--- src/rtl/tick_stopwatch.sv ---
// BCD mm:ss stopwatch advanced by one-cycle ticks from the upstream prescaler.
// Optional lap freeze of the digit outputs is built when TICK_STOPWATCH_LAP_EN is defined.
module tick_stopwatch #(
    parameter int MIN_TENS_MAX = 5
) (
    input  logic       clk,
    input  logic       reset,
    input  logic       tick,
    input  logic       start_stop,
    input  logic       clear,
    input  logic       lap,
    output logic [3:0] sec_ones,
    output logic [3:0] sec_tens,
    output logic [3:0] min_ones,
    output logic [3:0] min_tens,
    output logic       running,
    output logic       rollover,
    output logic       lap_active
);

    localparam logic [3:0] MT_MAX = 4'(MIN_TENS_MAX);

    typedef enum logic [1:0] {
        IDLE  = 2'd0,
        RUN   = 2'd1,
        PAUSE = 2'd2
    } state_t;

    state_t     state;
    logic [3:0] l_so, l_st, l_mo, l_mt;
    logic [3:0] n_so, n_st, n_mo, n_mt;
    logic       count_en;
    logic       wrap;

    assign count_en = tick && (state == RUN) && !clear;

    // Per-digit BCD cascade; each digit only moves when all lower digits wrap.
    always_comb begin
        n_so = l_so;
        n_st = l_st;
        n_mo = l_mo;
        n_mt = l_mt;
        wrap = 1'b0;
        if (count_en) begin
            if (l_so != 4'd9) begin
                n_so = l_so + 4'd1;
            end else begin
                n_so = 4'd0;
                if (l_st != 4'd5) begin
                    n_st = l_st + 4'd1;
                end else begin
                    n_st = 4'd0;
                    if (l_mo != 4'd9) begin
                        n_mo = l_mo + 4'd1;
                    end else begin
                        n_mo = 4'd0;
                        if (l_mt != MT_MAX) begin
                            n_mt = l_mt + 4'd1;
                        end else begin
                            n_mt = 4'd0;
                            wrap = 1'b1;
                        end
                    end
                end
            end
        end
    end

    always_ff @(posedge clk) begin
        if (!reset || clear) begin
            state    <= IDLE;
            running  <= 1'b0;
            rollover <= 1'b0;
            l_so     <= 4'd0;
            l_st     <= 4'd0;
            l_mo     <= 4'd0;
            l_mt     <= 4'd0;
        end else begin
            l_so     <= n_so;
            l_st     <= n_st;
            l_mo     <= n_mo;
            l_mt     <= n_mt;
            rollover <= wrap;
            if (start_stop) begin
                if (state == RUN) begin
                    state   <= PAUSE;
                    running <= 1'b0;
                end else begin
                    state   <= RUN;
                    running <= 1'b1;
                end
            end
        end
    end

`ifdef TICK_STOPWATCH_LAP_EN
    logic       frozen;
    logic       lap_hit;
    logic [3:0] d_so, d_st, d_mo, d_mt;

    assign lap_hit = lap && (state != IDLE);

    // The display registers double as the hold register while frozen.
    always_ff @(posedge clk) begin
        if (!reset || clear) begin
            frozen <= 1'b0;
            d_so   <= 4'd0;
            d_st   <= 4'd0;
            d_mo   <= 4'd0;
            d_mt   <= 4'd0;
        end else begin
            if (lap_hit) begin
                frozen <= !frozen;
            end
            if (lap_hit && !frozen) begin
                d_so <= l_so;
                d_st <= l_st;
                d_mo <= l_mo;
                d_mt <= l_mt;
            end else if (!(frozen && !lap_hit)) begin
                d_so <= n_so;
                d_st <= n_st;
                d_mo <= n_mo;
                d_mt <= n_mt;
            end
        end
    end

    assign sec_ones   = d_so;
    assign sec_tens   = d_st;
    assign min_ones   = d_mo;
    assign min_tens   = d_mt;
    assign lap_active = frozen;
`else
    logic unused_lap;
    assign unused_lap = lap;

    assign sec_ones   = l_so;
    assign sec_tens   = l_st;
    assign min_ones   = l_mo;
    assign min_tens   = l_mt;
    assign lap_active = 1'b0;
`endif

endmodule

--- config.mk ---
export PLATFORM = sky130hd
export DESIGN_NAME = tick_stopwatch
export DESIGN_NICKNAME = d
export VERILOG_FILES = /design/src/rtl/tick_stopwatch.sv
export SDC_FILE = /design/constraint.sdc
export NUM_CORES = 1
export LEC_CHECK = 0
export ABC_AREA = 1
export CORE_AREA = 3 3 47 49
export CTS_BUF_LIST = sky130_fd_sc_hd__clkbuf_16
export DETAILED_ROUTE_END_ITERATION = 7
export DIE_AREA = 0 0 50 52
export DONT_BUFFER_PORTS = 1
export PLACE_DENSITY = 0.82
export SLEW_MARGIN = 20
export SYNTH_ARGS = -nofsm -noshare
export SYNTH_HDL_FRONTEND = slang
export SYNTH_SLANG_ARGS = --single-unit
--- constraint.sdc ---
create_clock -name clk -period 1.26 [get_ports clk]
set_input_delay 0.252 -clock clk [delete_from_list [all_inputs] [get_ports clk]]
set_output_delay 0.252 -clock clk [all_outputs]
set_load 0.02 [all_outputs]
==> impl_metrics.tcl, run 1 <==
set metrics [dict create \
    hold_buffers 0 \
    drt_iter0_markers 27 \
    core_um2 1902 \
    crit_required_ps 1390 \
    grt.total_usage 0.1985 \
    drv_cap 0 \
    syn_area_per_cell_um2 6.711 \
    fin_crit_ps 1170 \
    mostFrequentLayoutCells "nand2_1, inv_1, buf_4, nor2_1, dfxtp_1" \
    num_io_pins 25 \
    leakagePower_uw 0.0006001 \
    cp_slowest_cell "dfxtp_1" \
    ys_ff_latch 19 \
    die_area_um2 2600 \
    netlist.area_leader.share 0.3435 \
    critical_path.startpoint "sec_tens[0]$_SDFFE_PP0P_" \
    crit_top_cell "nand2_1" \
    critical_path.cell_chain "inv_1 -> nor2_2 -> nand2_1 -> nor2_4 -> nand2_2 -> nand2_1 -> a21oi_1" \
    timing.rr.end "min_tens[1]$_SDFFE_PP0P_" \
    overflow 0 \
    nets 193 \
    timing.final.max_slew_violations 0 \
    drc 0 \
    start_kind "register" \
    die_h_um 52 \
    crit_buf_inv 1 \
    critical-path-top-delay-family "simple AND/OR/NAND/NOR gates" \
    port-buffer-count 0 \
    yosys_warnings 0 \
    fmax_mhz 855.0 \
    clock-sinks 19 \
    r2r_start "sec_tens[0]$_SDFFE_PP0P_" \
    fin_crit_sh 0.9282 \
    p_seq_frac 0.474 \
    setup_viol 0 \
    ys_top_cells_by_area "dfxtp_1, nand2_1, inv_1" \
    drt_wl_total_um 2345 \
    path_clk_slew_ps 50 \
    drive_gt1_frac 0.3226 \
    final_hold_viol_count 0 \
    rsz0062_at_grt "yes" \
    grt_max_degree 13 \
    antenna_found_initial 0 \
    max_stage_delay_ps 350 \
    root_buffer "clkbuf_16" \
    antenna_cells 0 \
    min_path_cells 2 \
    insertion_delay_ps 240 \
    cts_buffer_depth 2 \
    wl_per_cell_um 11.01 \
    cts_tree "built" \
    seq_area_frac_synth 0.3435 \
    powerDensity_nw_per_um2 931.8 \
    fin_cells 213 \
    switching_share 0.1878 \
    status "completed" \
    p_comb_frac 0.037 \
    place_inst 208 \
    ys_types 24 \
    num_vias 1055 \
    fin_tns_setup_ps 0 \
    area_delta_synth_final_pct 23.84 \
    synth_ff_type "dfxtp_1" \
    grt_pass1_vias 917 \
    worstPathArrival_ps 1300 \
    fin_skew_ps 2.019 \
    gp_congestion 0.7720 \
    die_x_um 50 \
    total_power_uw 1278 \
    grt_pass1_wl_um 3953 \
    ant_nets 0 \
    num_rows 16 \
    intPower_uw 1038 \
    synthArstFlopShare 0 \
    max-vdd-ir-drop_mv 0.6326 \
    cts_made_buffers 3 \
    ff2ff_setup_slack_ps 90 \
    cp_max_fo 4 \
    crit_cells 7 \
    dpl.hpwl_um 1736 \
    netlist_area_um2 1107 \
    synth_edf_count 0 \
    clkPwrFrac 0.489 \
    cp-end-kind "register" \
    h-tree-depth 1 \
    initial_core_util 0.5822 \
    layout_setup_ws_ps 90.41 \
    crit_type "register to register" \
    post-place-ws_ps 68.24 \
    critPathCapture "min_tens[1]$_SDFFE_PP0P_" \
    p_sw_uw 240.0 \
    final_common_cell "nand2_1" \
    postSynthNetCount 171 \
    synthCells 165 \
    first_pass_iters 4 \
    synth_largest_area_cell "dfxtp_1" \
    reg2reg_depth 7 \
    hp-class "input pin to register" \
    routed_via_density 4.953 \
]
==> synth_stat cells, types with 3 or more instances <==
| cell type | count |
|---|---|
| nand2_1 | 46 |
| nor2_2 | 4 |
| dfxtp_1 | 19 |
| inv_1 | 21 |
| nor2_4 | 4 |
| nand2_2 | 8 |
| inv_2 | 7 |
| o21ai_0 | 3 |
| nand3_1 | 9 |
| a21oi_1 | 12 |
| nand4_1 | 3 |
| nor2_1 | 14 |
==> cell type report <==
type | count | area [µm²]
Clock buffer | 3 | 75.07
Tap cell | 27 | 33.78
Timing Repair Buffer | 19 | 142.6
Fill cell | 146 | 530.5
Clock inverter | 1 | 3.754
Multi-Input combinational cell | 116 | 623.1
Sequential cell | 19 | 387.9
Inverter | 28 | 105.1
==> cells by family (layout without fill, tap and decap cells) <==
family / after synthesis / after routing / share of synthesized area
flip-flops: 19 / 19 / 0.3435
XOR/XNOR: 1 / 1 / 0.007911
buffers and inverters: 30 / 51 / 0.1051
AND/OR/NAND/NOR: 95 / 95 / 0.4497
AO/OA/AOI/OAI: 19 / 19 / 0.09040
other: 1 / 1 / 0.003387
==> worst reg2reg max path, cell delays in order (launching register included) <==
cell     delay (ps)
dfxtp_1         350
inv_1            90
nor2_2          120
nand2_1         130
nor2_4          160
nand2_2          80
nand2_1          60
a21oi_1          60
==> power by group through the flow <==
stage	clock network (µW)	registers, µW	logic (µW)
detailed placement	0	618	45.8
global route	662	606	51.6
CTS	633	606	46.7
finish	625	606	47.1
floorplan	0	621	35.0
global placement	0	618	44.4
==> worst min path at each step <==
stage                           from                     to  slack (ps)
after floorplan           start_stop  state[0]$_SDFFE_PP0P_         410
after global placement    start_stop  state[0]$_SDFFE_PP0P_         420
after detailed placement  start_stop  state[0]$_SDFFE_PP0P_         440
after CTS                 start_stop  state[0]$_SDFFE_PP0P_         180
after global routing      start_stop  state[0]$_SDFFE_PP0P_         200
final                     start_stop  state[0]$_SDFFE_PP0P_         180
==> per-layer routing <==
metal,share of wire,vias to the layer above,GRT usage
li1,-,556,-
met1,0.45,481,0.2425
met2,0.51,16,0.3500
met3,0.037,2,0.03725
met4,0.0081,0,0.05991
met5,0,-,0
==> timing repair <==
| item | 4_1_cts | 5_1_grt |
|---|---|---|
| setup buffers | 0 | 1 |
| resized for setup | 0 | 11 |
| endpoints found under the setup margin | 0 | 7 |
==> state kept, by name (all words and copies together) (netlist names) <==
register  flops
sec_tens      4
state         2
min_tens      4
rollover      1
min_ones      4
sec_ones      4
==> per-stage QoR <==
stage	util	area (µm²)	hold slack (ps)
after CTS	0.7066	1344	182.6
after global placement	0.6651	1265	422.3
after global routing	0.7211	1371	199.0
after floorplan	-	1107	409.8
final	0.7211	1371	177.2
after detailed placement	0.6651	1265	435.1
Power figures use the tool's default switching activity.
==> inputs of run 2 (changes only) <==
- CELL_PAD_IN_SITES_DETAIL_PLACEMENT: not set -> 1
- CELL_PAD_IN_SITES_GLOBAL_PLACEMENT: not set -> 2
- CORE_AREA: 3 3 47 49 -> 3 3 63 65
- DIE_AREA: 0 0 50 52 -> 0 0 66 68
- SETUP_SLACK_MARGIN: not set -> 0.5
==> run 2 against run 1 <==
- global-route usage fell by 3.0 points
- fmax fell by 3.7%
- largest power group unchanged
- cell count rose by 13%
- setup slack got worse by 45 ps
==> impl_metrics.tcl, run 2 (synthesis gave the netlist of run 1 again) <==
set metrics [dict create \
    area_delta_synth_final_pct 55.59 \
    path_clk_slew_ps 60 \
    fillers 411 \
    wl_met2_um 2000 \
    fmax_mhz 823.5 \
    num_io_pins 25 \
    die_x_um 66 \
    grt_pass1_vias 1189 \
    h-tree-depth 1 \
    grt_pass1_wl_um 5602 \
    drv_cap 0 \
    clock-sinks 19 \
    drive_gt1_frac 0.6082 \
    fin_crit_ps 1214 \
    mostFrequentLayoutCells "nand2_1, buf_4, inv_1, nand2_2, dfxtp_4" \
    wl_per_cell_um 15.30 \
    overflow 0 \
    hold_buffers 0 \
    drt_wl_total_um 3671 \
    cp_max_fo 4 \
    setup_viol 0 \
    fin_crit_sh 0.9638 \
    cts_tree "built" \
    root_buffer "clkbuf_16" \
    cp-end-kind "register" \
    antenna_cells 0 \
    drt_iter0_markers 36 \
    crit_top_cell "nor2_4" \
    cts_made_buffers 3 \
    dpl.hpwl_um 2366 \
    cp_slowest_cell "dfxtp_4" \
    utilization 0.5083 \
    fin_skew_ps 1.877 \
    status "completed" \
    routed_via_density 4.800 \
    routed.top_layer "met4" \
    insertion_delay_ps 260 \
    grt.total_usage 0.1683 \
    powerDensity_nw_per_um2 782.6 \
    max_stage_delay_ps 380 \
    wl_met1_um 1447 \
    rsz0062_at_grt "yes" \
    die_h_um 68 \
    grt_max_degree 13 \
    leakagePower_uw 0.0007337 \
    final_common_cell "nand2_1" \
    drc 0 \
    antenna_found_initial 0 \
    cts_buffer_depth 2 \
    critical_path.cell_chain "clkinvlp_4 -> nor2_4 -> nand2_2 -> nor2_4 -> nand3_1 -> a21oi_1" \
    port-buffer-count 0 \
    hp-class "input pin to register" \
    dr_wl_met3_um 144 \
    crit_type "register to register" \
    worstPathArrival_ps 1400 \
    crit_required_ps 1450 \
    max-vdd-ir-drop_mv 0.4894 \
    num_vias 1152 \
    nets 201 \
    first_pass_iters 4 \
    num_rows 21 \
    core_um2 3390 \
    die_area_um2 4488 \
    start_kind "register" \
    fin_tns_setup_ps 0 \
    total_power_uw 1348 \
    initial_core_util 0.3267 \
    gp_congestion 0.7012 \
    timing.final.max_slew_violations 0 \
    final_hold_viol_count 0 \
    ant_nets 0 \
]
run 2: cell types whose count changed in the layout (fill, tap and decap cells not counted), sizes merged:
cell	previous run	this run
clkinv	0	1
buf	19	27
clkinvlp	0	1
inv	29	27
run 2: what timing repair did:
action	in CTS	in global routing
hold endpoints to repair	0	0
buffers inserted	6	12
setup endpoints to repair	37	37
gates resized for setup	29	31
pin swaps	13	17
run 2: area by class of cell:
type / count / area, µm² / share of cell area
clock buffer: 3 / 75.07 / 0.04357
tap: 46 / 57.56 / 0.03341
timing repair buffer: 27 / 240.2 / 0.1394
sequential: 19 / 431.7 / 0.2505
inverter: 28 / 121.4 / 0.07044
multi-input combinational: 116 / 792.0 / 0.4597
clock inverter: 1 / 5.005 / 0.002905
run 2: worst paths after layout:
path / start / end / slack (ps) / cells past startpoint
worst min register to register: min_tens[3]$_SDFFE_PP0P_ / min_tens[3]$_SDFFE_PP0P_ / 500 / 2
worst max register to register: sec_tens[0]$_SDFFE_PP0P_ / min_tens[1]$_SDFFE_PP0P_ / 50 / 6
worst max-delay path: sec_tens[0]$_SDFFE_PP0P_ / min_tens[1]$_SDFFE_PP0P_ / 50 / 6
worst min-delay path: start_stop / state[0]$_SDFFE_PP0P_ / 210 / 2
run 2: worst max-delay path: cells and delay by family, from the launching register on:
kind | cells | cell delay (ps)
flip-flops | 1 | 380
AO/OA/AOI/OAI | 1 | 140
buffers and inverters | 1 | 110
AND/OR/NAND/NOR | 4 | 520
run 2: where the power goes:
group	switching [µW]	internal [µW]	leakage, µW
sequential	6.59	581	0.000166
clock	264	427	0.0000409
combinational	44.6	24.7	0.000527
total	316	1030	0.000734
run 2: metrics by stage:
| step | area (µm²) | worst slack, ps | cells | hold WS (ps) |
|---|---|---|---|---|
| 2_1_floorplan | 1194 | 164.3 | 165 | 415.5 |
| 3_3_place_gp | 1308 | 89.34 | 218 | 423.8 |
| 3_5_place_dp | 1308 | 20.00 | 218 | 448.0 |
| 4_1_cts | 1528 | 44.20 | 228 | 213.8 |
| 5_1_grt | 1723 | -46.21 | 240 | 225.6 |
| 6_report | 1723 | 45.66 | 240 | 214.9 |
run 2: metal layers:
metal | vias to the layer above | GRT usage
li1 | 573 | -
met1 | 555 | 0.1800
met2 | 19 | 0.3041
met3 | 5 | 0.03941
met4 | 0 | 0.09645
met5 | - | 0
==> inputs of run 3 (changes only) <==
- HOLD_SLACK_MARGIN: not set -> 0.08
==> results of run 3 <==
Same layout as run 2: the final DEF is identical, and so are final timing and power.
